[src/rtl/cache_types_pkg.sv]
// Shared types and constants for the cache line burst responder.
//
// LINE_W   : cache line width in bits
// BEAT_W   : memory beat width in bits
// ADDR_W   : address width in bits
// BEATS    : beats per line (power of two, at least 2)
// OFFSET_W : byte-offset bits inside a line, cleared on the burst address
// CNT_W    : width of the beat counter
package cache_types_pkg;

  localparam int LINE_W   = 256;
  localparam int BEAT_W   = 64;
  localparam int ADDR_W   = 32;
  localparam int BEATS    = LINE_W / BEAT_W;
  localparam int OFFSET_W = $clog2(LINE_W / 8);
  localparam int CNT_W    = $clog2(BEATS);

  typedef enum logic [1:0] {
    IDLE  = 2'd0,
    READ  = 2'd1,
    WRITE = 2'd2,
    DONE  = 2'd3
  } responder_state_t;

  typedef logic [LINE_W-1:0] line_t;
  typedef logic [BEAT_W-1:0] beat_t;
  typedef logic [CNT_W-1:0]  beat_idx_t;

endpackage

[src/rtl/burst_beat_counter.sv]
// Beat index counter for one line burst. Counts modulo BEATS, so it wraps
// to 0 on the last beat by itself; clr forces it back to 0.
//
// Ports:
//   clk, rst_n : clock, asynchronous active-low reset
//   inc        : advance by one beat
//   clr        : return to beat 0 (has priority over inc)
//   count      : current beat index
//   last       : current beat is the final beat of the line
module burst_beat_counter
  import cache_types_pkg::*;
(
  input  logic      clk,
  input  logic      rst_n,
  input  logic      inc,
  input  logic      clr,
  output beat_idx_t count,
  output logic      last
);

  always_ff @(posedge clk or negedge rst_n) begin
    if (!rst_n) begin
      count <= '0;
    end else if (clr) begin
      count <= '0;
    end else if (inc) begin
      count <= count + 1'b1;
    end
  end

  assign last = (count == beat_idx_t'(BEATS - 1));

endmodule

[src/rtl/cacheline_burst_responder.sv]
// Downstream responder for the cache arbiter's merged line request port.
// A full-line read or write is accepted in IDLE, executed as a burst of
// BEATS ascending beats on the memory interface, and acknowledged with a
// single-cycle line_resp_o pulse from the DONE state.
//
// Ports:
//   clk, rst_n     : clock, asynchronous active-low reset
//   line_read_i    : line read request (held until line_resp_o)
//   line_write_i   : line write request (held until line_resp_o), wins over read
//   line_addr_i    : line address, byte-offset bits ignored
//   line_wdata_i   : line data for writes
//   line_rdata_o   : assembled read line, valid in the response cycle
//   line_resp_o    : one-cycle completion pulse
//   burst_read_o   : memory read burst active
//   burst_write_o  : memory write burst active
//   burst_addr_o   : line-aligned burst address (0 when not bursting)
//   burst_wdata_o  : current write beat
//   burst_rdata_i  : current read beat
//   burst_resp_i   : memory beat acknowledge
module cacheline_burst_responder
  import cache_types_pkg::*;
(
  input  logic              clk,
  input  logic              rst_n,
  input  logic              line_read_i,
  input  logic              line_write_i,
  input  logic [ADDR_W-1:0] line_addr_i,
  input  line_t             line_wdata_i,
  output line_t             line_rdata_o,
  output logic              line_resp_o,
  output logic              burst_read_o,
  output logic              burst_write_o,
  output logic [ADDR_W-1:0] burst_addr_o,
  output beat_t             burst_wdata_o,
  input  beat_t             burst_rdata_i,
  input  logic              burst_resp_i
);

  responder_state_t  state;
  line_t             wdata_q;
  beat_idx_t         beat_idx;
  beat_idx_t         next_idx;
  logic              last_beat;
  logic              beat_ack;
  logic              cnt_clr;
  logic [ADDR_W-1:0] aligned_addr;
  logic              unused_addr_bits;

  assign aligned_addr     = {line_addr_i[ADDR_W-1:OFFSET_W], {OFFSET_W{1'b0}}};
  assign unused_addr_bits = ^line_addr_i[OFFSET_W-1:0];

  // Acknowledges only count while a burst is in flight.
  assign beat_ack = burst_resp_i && ((state == READ) || (state == WRITE));
  assign cnt_clr  = (state == DONE);
  assign next_idx = beat_idx + 1'b1;

  burst_beat_counter u_beat_counter (
    .clk   (clk),
    .rst_n (rst_n),
    .inc   (beat_ack),
    .clr   (cnt_clr),
    .count (beat_idx),
    .last  (last_beat)
  );

  // Write line copy; only ever read while a write burst is active, so it
  // carries no reset.
  always_ff @(posedge clk) begin
    if ((state == IDLE) && line_write_i) begin
      wdata_q <= line_wdata_i;
    end
  end

  always_ff @(posedge clk or negedge rst_n) begin
    if (!rst_n) begin
      state         <= IDLE;
      line_rdata_o  <= '0;
      line_resp_o   <= 1'b0;
      burst_read_o  <= 1'b0;
      burst_write_o <= 1'b0;
      burst_addr_o  <= '0;
      burst_wdata_o <= '0;
    end else begin
      case (state)
        IDLE: begin
          line_resp_o <= 1'b0;
          if (line_write_i) begin
            state         <= WRITE;
            burst_write_o <= 1'b1;
            burst_addr_o  <= aligned_addr;
            // Beat 0 is presented straight from the request so the first
            // write beat is valid in the first burst cycle.
            burst_wdata_o <= line_wdata_i[BEAT_W-1:0];
          end else if (line_read_i) begin
            state        <= READ;
            burst_read_o <= 1'b1;
            burst_addr_o <= aligned_addr;
          end
        end

        READ: begin
          if (burst_resp_i) begin
            line_rdata_o[int'(beat_idx)*BEAT_W +: BEAT_W] <= burst_rdata_i;
            if (last_beat) begin
              state        <= DONE;
              burst_read_o <= 1'b0;
              burst_addr_o <= '0;
              line_resp_o  <= 1'b1;
            end
          end
        end

        WRITE: begin
          if (burst_resp_i) begin
            if (last_beat) begin
              state         <= DONE;
              burst_write_o <= 1'b0;
              burst_addr_o  <= '0;
              burst_wdata_o <= '0;
              line_resp_o   <= 1'b1;
            end else begin
              // Preload the next beat so it is on the bus the cycle after
              // the current one is acknowledged.
              burst_wdata_o <= wdata_q[int'(next_idx)*BEAT_W +: BEAT_W];
            end
          end
        end

        DONE: begin
          line_resp_o <= 1'b0;
          state       <= IDLE;
        end

        default: begin
          state <= IDLE;
        end
      endcase
    end
  end

endmodule

[config.mk]
export PLATFORM = sky130hd
export DESIGN_NAME = cacheline_burst_responder
export DESIGN_NICKNAME = d
export VERILOG_FILES = /design/src/rtl/cache_types_pkg.sv /design/src/rtl/burst_beat_counter.sv /design/src/rtl/cacheline_burst_responder.sv
export SDC_FILE = /design/constraint.sdc
export NUM_CORES = 1
export LEC_CHECK = 0
export BUFFER_PORTS_ARGS = -buffer_cell sky130_fd_sc_hd__buf_2
export CAP_MARGIN = 20
export CORE_AREA = 2 2 273 275
export DETAILED_ROUTE_END_ITERATION = 16
export DIE_AREA = 0 0 275 277
export SLEW_MARGIN = 5
export SYNTH_ARGS = -nofsm -noshare
export SYNTH_HDL_FRONTEND = slang
export SYNTH_HIERARCHICAL = 1
export SYNTH_SLANG_ARGS = --single-unit
export TNS_END_PERCENT = 10
[constraint.sdc]
create_clock -name clk -period 6.3 [get_ports clk]
set_input_delay 0.315 -clock clk [delete_from_list [all_inputs] [get_ports clk]]
set_output_delay 0.315 -clock clk [all_outputs]
set_load 0.005 [all_outputs]
# After elaboration in Yosys (flattened, before gate mapping)
# Cells that the tools add are included.
# op_classes
muxes,27
n_addsub,2
shift,3
n_eq_ne,14
n_reduce_logical,17
# op_table
op,n
$bwmux W256,1
$shift A64 B33 Y256 const A,1
$shiftx A256 B9 Y64,1
$shiftx A64 B33 Y256,1
$mux W64,3
$mux W32,4
$pmux W64 S2,1
$pmux W32 S2,1
$neg A8 Y33,1
$ne A2 B2 Y1 const B,7
$mux W2,6
$reduce_and A4 Y1,2
$reduce_bool A2 Y1,4
$mux W1,7
$eq A2 B2 Y1 const B,3
$pmux W1 S2,3
$pmux W2 S3,1
$reduce_and A3 Y1,2
$reduce_and A5 Y1,1
$ne A2 B1 Y1 const B,2
$reduce_and A2 Y1,2
$reduce_or A2 Y1,2
$ne A3 B3 Y1 const B,1
$add A2 B1 Y2 const B,1
4 further kinds,5
# word_totals
output_inout_bits,355
in_bits,357
register_bits,615

# Logic depth before layout (Yosys ltp)
# Gate-level depths: netlist of run 1.
# depth
ltp_word,5
mapped_depth,9
mapped_depth_nobuf,6

# Hierarchy
# Netlist of run 1, hierarchy kept.
# by_module_without_submodules
mod,cells_each,n_inst,area_per_inst_um2
cacheline_burst_responder,1279,1,22915.7
burst_beat_counter,7,1,88.8

# Worst setup path after synthesis of run 1
# OpenSTA, ideal clock, no wires.
# synth_timing
kind,register to register
from,register state[0]
to,register burst_read_o
t_arrival_ns,6.576
setup_slack_ns,-0.374
path_stages_with_launch,8
setup_ns,0.098
path_cell_list,dfrtp_1 > inv_1 > ha_1 > clkbuf_1 > nand2_1 > inv_1 > o31ai_1 > o21ai_0
# synth_between
elab_chain_cells,3
elab_cells_between_ends,9
classes_between,eq/ne (5); mux (1); reduce/logical (3)
# synth_lines
item,line_no,rtl
"start, declared",cacheline_burst_responder.sv:39,responder_state_t state;
"start signal, assigned",cacheline_burst_responder.sv:76,state <= IDLE;
"start signal, assigned",cacheline_burst_responder.sv:88,state <= WRITE;
"start signal, assigned",cacheline_burst_responder.sv:95,state <= READ;
$eq A2 B1 Y1 / $logic_not A2 Y1 (equally long branches),cacheline_burst_responder.sv:84,case (state)
$ne A2 B2 Y1 (no line) / $reduce_bool A2 Y1 (equally long branches),n/a,
$reduce_and A5 Y1 (no line),n/a,
"end signal, assigned",cacheline_burst_responder.sv:79,burst_read_o <= 1'b0;
"end signal, assigned",cacheline_burst_responder.sv:96,burst_read_o <= 1'b1;
"end signal, assigned",cacheline_burst_responder.sv:106,burst_read_o <= 1'b0;
"end, declared",cacheline_burst_responder.sv:31,"output logic burst_read_o,"
# Parallel ways exist; a longest one is shown, timed or not.
# A chain may end at the register's enable or synchronous reset.

# Final worst setup path of run 1
# layout_timing
from,register u_beat_counter.count[0]
to,register burst_wdata_o[30]
# layout_between
elab_chain_cells,5
elab_cells_between_ends,6
classes_between,add/sub (1); eq/ne (1); shift (1); mux (3)
# layout_lines
item,line_no,rtl
"start, declared",burst_beat_counter.sv:17,"output beat_idx_t count,"
"start signal, assigned",burst_beat_counter.sv:27,count <= count + 1'b1;
$add A2 B1 Y2,cacheline_burst_responder.sv:55,assign next_idx = beat_idx + 1'b1;
$shiftx A256 B9 Y64,cacheline_burst_responder.sv:124,burst_wdata_o <= wdata_q[int'(next_idx)*BEAT_W +: BEAT_W];
$mux W64 (*),cacheline_burst_responder.sv:115,if (last_beat) begin
$mux W64 (*),cacheline_burst_responder.sv:114,if (burst_resp_i) begin
$pmux W64 S2 (*),cacheline_burst_responder.sv:84,
"end signal, assigned",cacheline_burst_responder.sv:93,burst_wdata_o <= line_wdata_i[BEAT_W-1:0];
"end signal, assigned",cacheline_burst_responder.sv:124,
"end, declared",cacheline_burst_responder.sv:34,"output beat_t burst_wdata_o,"
# Every way passes the cells marked *; elsewhere a longest branch is shown, timed or not. The select of a mux whose other input is x is not followed.

==> results of run 1 <==
[kinds of logic after synthesis]
kind of cell | Yosys count | share of synthesized area [%]
AO/OA/AOI/OAI | 331 | 12.90
AND/OR/NAND/NOR | 117 | 3.998
other | 1 | 0.01630
adder cells (fa/ha/maj) | 11 | 0.5983
buffers and inverters | 120 | 2.763
multiplexers | 95 | 7.761
flip-flops | 610 | 71.92
XOR/XNOR | 1 | 0.03808
[cell usage in the layout, fill, tap and decap left out, drive strengths merged, types with 8 or more instances in the layout]
cell type / netlist / routed
ha: 11 / 11
and4: 64 / 64
a22o: 256 / 256
inv: 7 / 8
nor2b: 30 / 30
clkbuf: 57 / 92
edfxtp: 256 / 256
a221o: 64 / 64
clkinv: 0 / 24
buf: 56 / 725
mux2: 27 / 27
dfrtp: 354 / 354
dlygate4sd3: 0 / 314
mux4: 64 / 64
[worst reg2reg max path, delay by kind of cell (launching register included)]
kind,cells,cell delay (ns)
muxes,1,0.55
buffers and inverters,2,1.18
AOI/OAI and AO/OA,1,0.35
DFF,1,1.01
adders and majority gates,1,0.57
[layer usage]
| metal | vias up | GRT usage [%] | wire length (microns) |
|---|---|---|---|
| li1 | 7220 | - | - |
| met4 | 0 | 8.801 | 3383 |
| met2 | 890 | 32.14 | 36720 |
| met5 | - | 0 | 0 |
| met3 | 162 | 5.081 | 6412 |
| met1 | 8672 | 22.77 | 28390 |
[cells in the mapped netlist]
cell / n / area, sq um
edfxtp_1: 256 / 7687
nor4_4: 2 / 42.54
nor4b_2: 1 / 15.01
inv_1: 7 / 26.28
conb_1: 1 / 3.750
dfrtp_1: 354 / 8859
nor2b_2: 1 / 8.760
mux2i_1: 4 / 40.04
a221oi_4: 1 / 26.28
a22o_1: 256 / 2242
xnor2_1: 1 / 8.760
nor4_2: 1 / 12.51
buf_8: 1 / 15.01
nand2b_1: 3 / 18.77
nand4_1: 1 / 6.260
o211ai_1: 1 / 7.510
a31oi_1: 1 / 6.260
buf_12: 1 / 20.02
a22oi_1: 1 / 7.510
buf_2: 33 / 165.2
a21oi_1: 2 / 10.01
o31ai_1: 1 / 7.510
nor2b_1: 29 / 181.4
o21ai_0: 4 / 20.02
buf_6: 10 / 112.6
a221o_1: 64 / 640.6
ha_1: 11 / 137.6
mux2_2: 26 / 292.8
nor4b_1: 2 / 17.52
mux2_1: 1 / 11.26
nor2_1: 5 / 18.77
buf_4: 11 / 82.58
nand2_1: 3 / 11.26
and4_1: 64 / 560.5
mux4_2: 64 / 1441
nand3_1: 4 / 20.02
and2_1: 1 / 6.260
clkbuf_1: 57 / 214.0
[sequential cells by signal, summed over array words and instances (netlist names)]
register,count
burst_wdata_o,64
line_resp_o,1
line_rdata_o,256
u_beat_counter/count,2
burst_read_o,1
wdata_q,256
burst_write_o,1
state,2
burst_addr_o,27
[worst paths after layout]
path / from / to / slack, ns / depth (start not counted)
setup / recovery: u_beat_counter/count[0] / burst_wdata_o[30] / 2.54 / 5
hold / removal: burst_rdata_i[43] / line_rdata_o[235] / 0.06 / 2
setup reg to reg: u_beat_counter/count[0] / burst_wdata_o[30] / 2.54 / 5
hold reg to reg: burst_addr_o[14] / burst_addr_o[14] / 0.50 / 1
max in group asynchronous: rst_n / line_rdata_o[104] / 4.65 / 3
min in group asynchronous: rst_n / burst_wdata_o[28] / 0.29 / 2
[power breakdown]
group	total, mW	internal (mW)	leakage [nW]	switching, mW
logic	3.58	1.72	6.77	1.86
registers	5.40	4.98	7.14	0.421
clock network	3.99	2.30	1.11	1.69
total	13.0	9.00	15.0	3.97
[stage by stage]
| step | area, sq um | std cells |
|---|---|---|
| after global routing | 32910 | 3307 |
| after detailed placement | 27470 | 2870 |
| after floorplan | 23020 | 1290 |
| after CTS | 32880 | 3306 |
| after global placement | 27470 | 2870 |
| final | 32910 | 3307 |
[area by class of cell]
class	instances	area [sq um]	share of cell area, %
flip-flops and latches	610	16550	50.29
repair buffers	1039	6912	21.00
multi-input cells	560	5936	18.04
clock buffers	92	1883	5.722
well taps	969	1212	3.684
clock inverters	30	384.1	1.167
inverters	7	30.03	0.09125
==> impl_results.md, run 1 <==
- Die Y: between 200 and 300 microns
- Std cell rows: 100
- Fin worst setup slack: around 2.5 ns
- # IOs: slightly above 700
- Slew @ Worst Pin: slightly above 1 ns
- TritonCTS buffer count: a little under 70
- Largest net degree at the start of global routing: 157
- P per Cell Area: around 390 nW/um^2
- First-pass GRT wire length: between 100000 and 150000 microns
- Worst EP required: between 6 and 7 ns
- DRC: 0
- Die Wd: between 200 and 300 microns
- Gpl congestion: between 0.8 and 0.9
- Register area share after synthesis: 71.92%
- CP delay by family, top: buffers and inverters
- Post-CTS Setup Inserts: 0
- Seq cells post-synth: 610
- Pleak: roughly 15 nW
- Area Overhead vs Synth: 43.04%
- Vias/cell: around 5
- Worst-path clk slew: around 0.06 ns
- Fin Hold WS: 0.05554 ns
- Final hold violations: 0
- Initial antenna violation count: 0
- Final period util: about three fifths
- Hold buffer count at cts: 314
- Setup TNS Final: 0 ns
- Worst skew pair latency: approximately 0.62 ns
- Iteration count of the initial detailed-routing pass: 5
- Synth unique cells: 38
- Slew margin rel.: 31.45%
- Vias in the first global route: around 18000
- Die area: roughly 76000 sq um
- Max Freq: about 270 MHz
- CP max stage delay: slightly above 1 ns
- Post-DRT Antenna Nets: 0
- Mapped Cells: 1286
- Kind of critical path: flip-flop to flip-flop
- Grt total ovfl: 0
- Mapped Area: 23000 sq um
- Routed WL per cell: 22.65 microns
- Hpwl dp: ~47000 microns
- Cell Chain, Critical Path: inv_1, ha_4, buf_4, mux4_2, a221o_1
- Dpl ws: about 2.4 ns
- CP bufs+invs: 2
- Count of final setup violators: 0
- Fin util: 44.73%
- Clock skew: around 0.047 ns
- Iteration-0 DRC Markers: roughly 1200
- CP max-delay cell: dfrtp_4
- ANT cells: 0
- Port Buffers: about 700
- Setup crit end kind: flip-flop
- Vias post-DR: ~17000
- Max-cap viol count: 0
- CTS root buffer: clkbuf_16
- Final critical-path required period: 3.761 ns
- Final Power: ~13 mW
- Fillers: around 6400
- Crit start category: flip-flop
- Outcome: completed
- Hold Path Class: primary input to flip-flop
- H-tree levels: 3
- Pins over their slew limit: 0
- Syn avg cell area: about 18 sq um
- Starting density of the core: a little under a third
- CTS tree: done
- Post_cts resized: 0
- Proportion of layout cells with a drive suffix above 1: between 30% and 40%
- Warnings from Yosys: 6
- Core area: ~74000 sq um
- CP arrival: ~4.3 ns
- Unrepaired setup endpoints after global routing: no
- Clk buf depth: 3
- Net count, final: 2654
- Wirelength, routed: 74900 microns
- Total track usage: a little under a fifth
- Clock Sinks: 610
- Critical-path maximum fanout: 54
- Peak VDD IR: ~250 uV
No activity file was read; power rests on OpenSTA's default activity.
==> run 2: changes to the inputs <==
clock period = 3.7 ns   (was 6.3 ns; I/O delays follow)
==> run 2 against run 1 <==
Effect of this change:
- utilization rose by 0.55 points
- critical endpoint is now line_rdata_o[83]
- clock-buffer cell count rose by 12
- combinational power rose by 78%
- sequential cell count unchanged
- sequential power up 69%
- via count up 1.6%
- clock skew down 0.032 ns
- cell area is 1.2% higher
- non-clock buffer count rose by 50
- critical path depth is 1 higher
- clock power up 64%
==> impl_results.md, run 2 (same netlist as run 1, synthesis figures left out) <==
- Outcome: completed
- Clk buf depth: 3 (unchanged)
- First-pass GRT wire length: 115600 microns (+3.8%)
- Port Buffers: 701 (unchanged)
- CP max-delay cell: dfrtp_4
- Switching Share: 30.64% (+0.056 points)
- Comb pwr share: 28.9% (+1.3 points)
- Starting density of the core: 31.27% (unchanged)
- Core area: 73570 sq um (unchanged)
- Slew margin rel.: 36.68% (+5.2 points)
- Worst skew pair latency: 0.59 ns (-0.03 ns)
- Layout Cells excl Fill: 3359 (+1.6%)
- Die Y: 277 microns (unchanged)
- # IOs: 712 (unchanged)
- Pleak: 15.20 nW (+1.2%)
- Fillers: 6339 (-1.6%)
- Fin util: 45.28% (+0.55 points)
- Clock Sinks: 610 (unchanged)
- Top Registers: line_rdata_o x256, wdata_q x256, burst_wdata_o x64
- Final critical-path required period: 2.742 ns (-1.019 ns)
- Post-CTS Setup Inserts: 0 (unchanged)
- Proportion of layout cells with a drive suffix above 1: 39.74% (-0.17 points)
- Die area: 76180 sq um (unchanged)
- P_sw: 6.769 mW (+71%)
- DP Area: 27670 sq um (+0.74%)
- Initial antenna violation count: 4 (+4)
- Net count, final: 2704 (+1.9%)
- CTS root buffer: clkbuf_16
- Critical-path maximum fanout: 40 (-26%)
- Crit. Startpoint: u_beat_counter/count[0]
- Dpl cells: 2886 (+0.56%)
- Count of final setup violators: 0 (unchanged)
- Total track usage: 20.01% (+0.89 points)
- Unrepaired setup endpoints after global routing: no
- Final Power: 22.09 mW (+70%)
- CP max stage delay: 0.70 ns (-0.31 ns)
- Vias post-DR: 17220 (+1.6%)
- CTS tree: done
- Clock skew: 0.01507 ns (-0.03242 ns)
- Final period util: 74.11% (+14 points)
- P_int: 15.32 mW (+70%)
- Final Instance Area: 33310 sq um (+1.2%)
- Iteration-0 DRC Markers: 1185 (+1.2%)
- Largest net degree at the start of global routing: 101 (-36%)
- Final hold violations: 0 (unchanged)
- CP delay by family, top: buffers and inverters
- Peak VDD IR: 455.9 uV (+83%)
- Area Overhead vs Synth: 44.82%
- Wirelength, routed: 78320 microns (+4.6%)
- Grt total ovfl: 0 (unchanged)
- Std cell rows: 100 (unchanged)
- Routed WL per cell: 23.32 microns (+2.9%)
- Clock power share: 29.7% (-1.0 points)
- Gpl congestion: 0.8760 (+5.5%)
- Die Wd: 275 microns (unchanged)
- Setup TNS Final: 0 ns (unchanged)
- Max-cap viol count: 0 (unchanged)
- Most common cell after layout, fill and taps aside: buf_2
- Hold Path Class: primary input to flip-flop
- Pins over their slew limit: 0 (unchanged)
- TritonCTS buffer count: 68 (unchanged)
- DRC: 0 (unchanged)
- Post-DRT Antenna Nets: 0 (unchanged)
- CP arrival: 3.26 ns (-0.99 ns)
- Vias in the first global route: 18810 (+3.8%)
- Post_cts resized: 0 (unchanged)
- Commonest non-fill, non-tap cells in the layout: buf_2 (700), dfrtp_1 (353), dlygate4sd3_1 (349)
- Vias/cell: 5.125 (about the same)
- Sequential Power Share: 41.4% (-0.3 points)
- Slew @ Worst Pin: 0.9498 ns (-0.07837 ns)
- Hpwl dp: 49220 microns (+5.5%)
- Hold path start: burst_resp_i
- Iteration count of the initial detailed-routing pass: 5 (unchanged)
- Cell Chain, Critical Path: inv_1, ha_4, nand2b_1, nor4_4, buf_4, a22o_1
- P per Cell Area: 663.1 nW/um^2 (+68%)
- Hold buffer count at cts: 349 (+11%)
- CP bufs+invs: 2 (unchanged)
- Kind of critical path: flip-flop to flip-flop
- Crit start category: flip-flop
- Worst R2R Start: u_beat_counter/count[0]
- Worst EP required: 4.22 ns (-2.57 ns)
- Setup crit end kind: flip-flop
- Max Freq: 364.7 MHz (+37%)
- Worst-path clk slew: 0.06 ns (about the same)
- H-tree levels: 3 (unchanged)
==> run 2: cell count changes in the layout (fill, tap and decap cells not counted), moves of 3 or more <==
cell / change
dlygate4sd3_1: +35
buf_4: +10
clkbuf_1: +8
buf_12: +6
clkinv_1: -6
clkinv_2: -5
clkinv_16: -4
inv_6: +4
bufinv_16: -3
clkbuf_8: +3
==> run 2: metal layers <==
metal  part of all wire, %  track usage [%]  up-vias
met5                 0.027                0        -
met4                   4.1            8.482        4
met1                    38            23.43     8754
li1                      -                -     7317
met2                    50            34.56      944
met3                   8.3            5.133      196
==> run 2: final timing paths <==
path,to,slack [ns],depth (start not counted)
min,line_resp_o,0.07,3
min in group asynchronous,burst_wdata_o[33],0.27,2
max reg2reg,line_rdata_o[83],0.96,6
max,line_rdata_o[83],0.96,6
min reg2reg,burst_addr_o[14],0.48,1
max in group asynchronous,line_rdata_o[251],2.47,3
==> run 2: worst min-delay path, cell delays in order <==
cell	delay, ns
buf_2	0.20
a21oi_1	0.16
nor2b_1	0.05
==> run 2: final cells by class <==
cell class / count / area, sq um / share of cell area, %
multi-input combinational: 560 / 5943 / 17.84
inverter: 7 / 30.03 / 0.09014
antenna: 2 / 5.005 / 0.01502
timing repair buffer: 1089 / 7430 / 22.30
clock inverter: 18 / 165.2 / 0.4958
sequential: 610 / 16550 / 49.68
tap: 969 / 1212 / 3.639
clock buffer: 104 / 1979 / 5.942
==> run 2: stage by stage <==
stage,hold WS [ns],setup WS (ns)
floorplan,-0.1106,-1.340
global placement,0.3192,0.9438
detailed placement,0.3351,0.9111
CTS,0.01798,0.8961
global route,0.09051,0.7618
finish,0.06931,0.9579
==> run 2: power by group through the flow <==
stage	Sequential [mW]	Combinational [mW]	Clock, mW
after CTS	9.13	6.47	6.70
after floorplan	9.22	3.63	0
final	9.14	6.39	6.55
after detailed placement	9.23	6.16	0
after global routing	9.27	6.90	6.98
after global placement	9.19	6.03	0
==> run 3: changes to the inputs <==
clock period = 2.7 ns   (was 3.7 ns; I/O delays follow)
==> run 3 against run 2 <==
Effect of this change:
- maximum frequency up 15%
- sequential share of layout area is 0.54 points lower
- via count decreased by 0.53%
- clock skew is 0.014 ns higher
- sequential cell count did not move
- critical path depth unchanged
- non-clock buffer count is 15 higher
- combinational power is 43% higher
- sequential power rose by 37%
- cell area is 1.1% higher
==> impl_results.md, run 3 (same netlist as run 1, synthesis figures left out) <==
- Post-CTS Setup Inserts: 0 (unchanged)
- Peak VDD IR: 618.4 uV (+36%)
- Proportion of layout cells with a drive suffix above 1: 40.41% (+0.67 points)
- Port Buffers: 701 (unchanged)
- Worst-path clk slew: 0.07 ns (about the same)
- Worst skew pair latency: 0.61 ns (+0.02 ns)
- Layout Cells excl Fill: 3378 (+0.57%)
- Setup crit end kind: flip-flop
- Kind of critical path: flip-flop to flip-flop
- Outcome: completed
- Most Crowded Layer GR: met2
- Iteration-0 DRC Markers: 1132 (-4.5%)
- GR Util met2: 33.78% (-0.78 points)
- Pins over their slew limit: 0 (unchanged)
- Iteration count of the initial detailed-routing pass: 5 (unchanged)
- Largest net degree at the start of global routing: 124 (+23%)
- Routed WL per cell: 23.16 microns (-0.66%)
- Top Registers: line_rdata_o x256, wdata_q x256, burst_wdata_o x64
- Register-to-register setup slack: 0.32 ns (-0.64 ns)
- Critical-path maximum fanout: 64 (+60%)
- Critical R2R Capture: line_rdata_o[183]
- Clk buf depth: 3 (unchanged)
- DRC: 0 (unchanged)
- Unrepaired setup endpoints after global routing: no
- Hold path start: burst_resp_i
- Std cell rows: 100 (unchanged)
- Clock skew: 0.02879 ns (+0.01373 ns)
- Vias post-DR: 17120 (-0.53%)
- Sequential Power Share: 40.2% (-1.2 points)
- Net count, final: 2721 (+0.63%)
- Gpl congestion: 0.8498 (-3.0%)
- Die Y: 277 microns (unchanged)
- P_int: 21.47 mW (+40%)
- Hold path cells: 4 (+1)
- Starting density of the core: 31.27% (unchanged)
- TritonCTS buffer count: 70 (+2.9%)
- Final critical-path required period: 2.380 ns (-0.3625 ns)
- Hpwl dp: 49720 microns (+1.0%)
- P per Cell Area: 920.2 nW/um^2 (+39%)
- Clock power share: 30.3% (+0.6 points)
- Final hold violations: 0 (unchanged)
- Commonest non-fill, non-tap cells in the layout: buf_2 (700), dfrtp_1 (353), dlygate4sd3_1 (350)
- Post-DRT Antenna Nets: 0 (unchanged)
- Worst R2R Start: u_beat_counter/count[0]
- Pleak: 15.38 nW (+1.2%)
- Area Overhead vs Synth: 46.39%
- Comb pwr share: 29.5% (+0.6 points)
- Vias/cell: 5.069 (-1.1%)
- CTS tree: done
- Post_cts resized: 0 (unchanged)
- Final Power: 30.99 mW (+40%)
- CTS root buffer: clkbuf_16
- Max-cap viol count: 0 (unchanged)
- Vias in the first global route: 18740 (-0.37%)
- Hold Path Class: primary input to flip-flop
- Slew @ Worst Pin: 0.9832 ns (+0.03341 ns)
- Switching Share: 30.72% (+0.079 points)
- P_sw: 9.521 mW (+41%)
- Initial antenna violation count: 6 (+2)
- Die Wd: 275 microns (unchanged)
- Met3 Use GR: 6.182% (+1.0 points)
- Die area: 76180 sq um (unchanged)
- Worst reg-to-reg path cell count: 6 (unchanged)
- Crit start category: flip-flop
- Clock Sinks: 610 (unchanged)
- CP arrival: 2.90 ns (-0.36 ns)
- Count of final setup violators: 0 (unchanged)
- First-pass GRT wire length: 114800 microns (-0.68%)
- Most common cell after layout, fill and taps aside: buf_2
- H-tree levels: 3 (unchanged)
- Core area: 73570 sq um (unchanged)
- Grt total ovfl: 0 (unchanged)
- Dpl cells: 2900 (+0.49%)
- Final period util: 88.13% (+14 points)
- Met1 usage: 22.80% (-0.62 points)
- Fin Hold WS: 0.04698 ns (-0.02233 ns)
- Hold buffer count at cts: 350 (+0.29%)
- Hold worst-path end: line_resp_o
- Max Freq: 420.2 MHz (+15%)
- Slew margin rel.: 34.45% (-2.2 points)
- Total track usage: 19.97% (-0.032 points)
- Worst EP required: 3.22 ns (-1.00 ns)
- # IOs: 712 (unchanged)
- Wirelength, routed: 78250 microns (about the same)
-- run 3: cell types whose count changed in the layout (fill, tap and decap cells not counted), sizes merged --
| cell | previous run | this run |
|---|---|---|
| dlygate4sd3 | 349 | 350 |
| clkinv | 10 | 22 |
| diode | 2 | 1 |
| buf | 740 | 754 |
| clkinvlp | 3 | 2 |
| clkbuf | 104 | 97 |
| bufinv | 1 | 2 |
-- run 3: power groups by stage --
stage                     combinational, mW  clock (mW)  sequential, mW
after floorplan                        4.98           0            12.6
after global placement                 8.59           0            12.5
after detailed placement               8.80           0            12.6
after CTS                              9.21        9.59            12.4
after global routing                   9.86        10.0            12.6
final                                  9.13        9.39            12.5
-- run 3: area by class of cell --
cell class,count,area (sq um)
fill,6368,39890
sequential,610,16550
tap,969,1212
inverter,7,30.03
clock inverter,30,331.6
timing repair buffer,1104,7624
clock buffer,97,1984
antenna,1,2.502
multi-input combinational,560,5943
-- run 3: worst max-delay path by stage --
stage                                        from                end  slack [ns]  cells after the start
after CTS                 u_beat_counter/count[0]  line_rdata_o[183]        0.31                      6
final                     u_beat_counter/count[0]  line_rdata_o[183]        0.32                      6
after global placement                   state[0]  burst_wdata_o[55]        0.39                      5
after global routing      u_beat_counter/count[1]  line_rdata_o[171]        0.20                      6
after floorplan                          state[0]         wdata_q[0]       -2.34                      5
after detailed placement  u_beat_counter/count[0]  line_rdata_o[166]        0.33                      6
-- run 3: critical path, cell delays in order, from the launching register on --
cell and delay [ns]:
dfrtp_4 0.49, inv_1 0.10, ha_4 0.56, nand2b_1 0.28
nor4_4 0.26, buf_12 0.36, a22o_1 0.20
-- run 3: metrics by stage --
step / setup WS (ns) / util [%] / instance area, sq um / setup TNS, ns
6_report: 0.3204 / 45.78 / 33680 / 0
5_1_grt: 0.1950 / 45.78 / 33680 / 0
4_1_cts: 0.3126 / 45.77 / 33670 / 0
3_5_place_dp: 0.3307 / 37.86 / 27860 / 0
3_3_place_gp: 0.3861 / 37.85 / 27840 / 0
2_1_floorplan: -2.340 / - / 23050 / -601.31
-- run 3: routing by layer --
metal / vias up / part of all wire [%]
met5: - / 0.072
met4: 10 / 4.6
met3: 166 / 8.8
met2: 877 / 49
met1: 8717 / 38
li1: 7353 / -
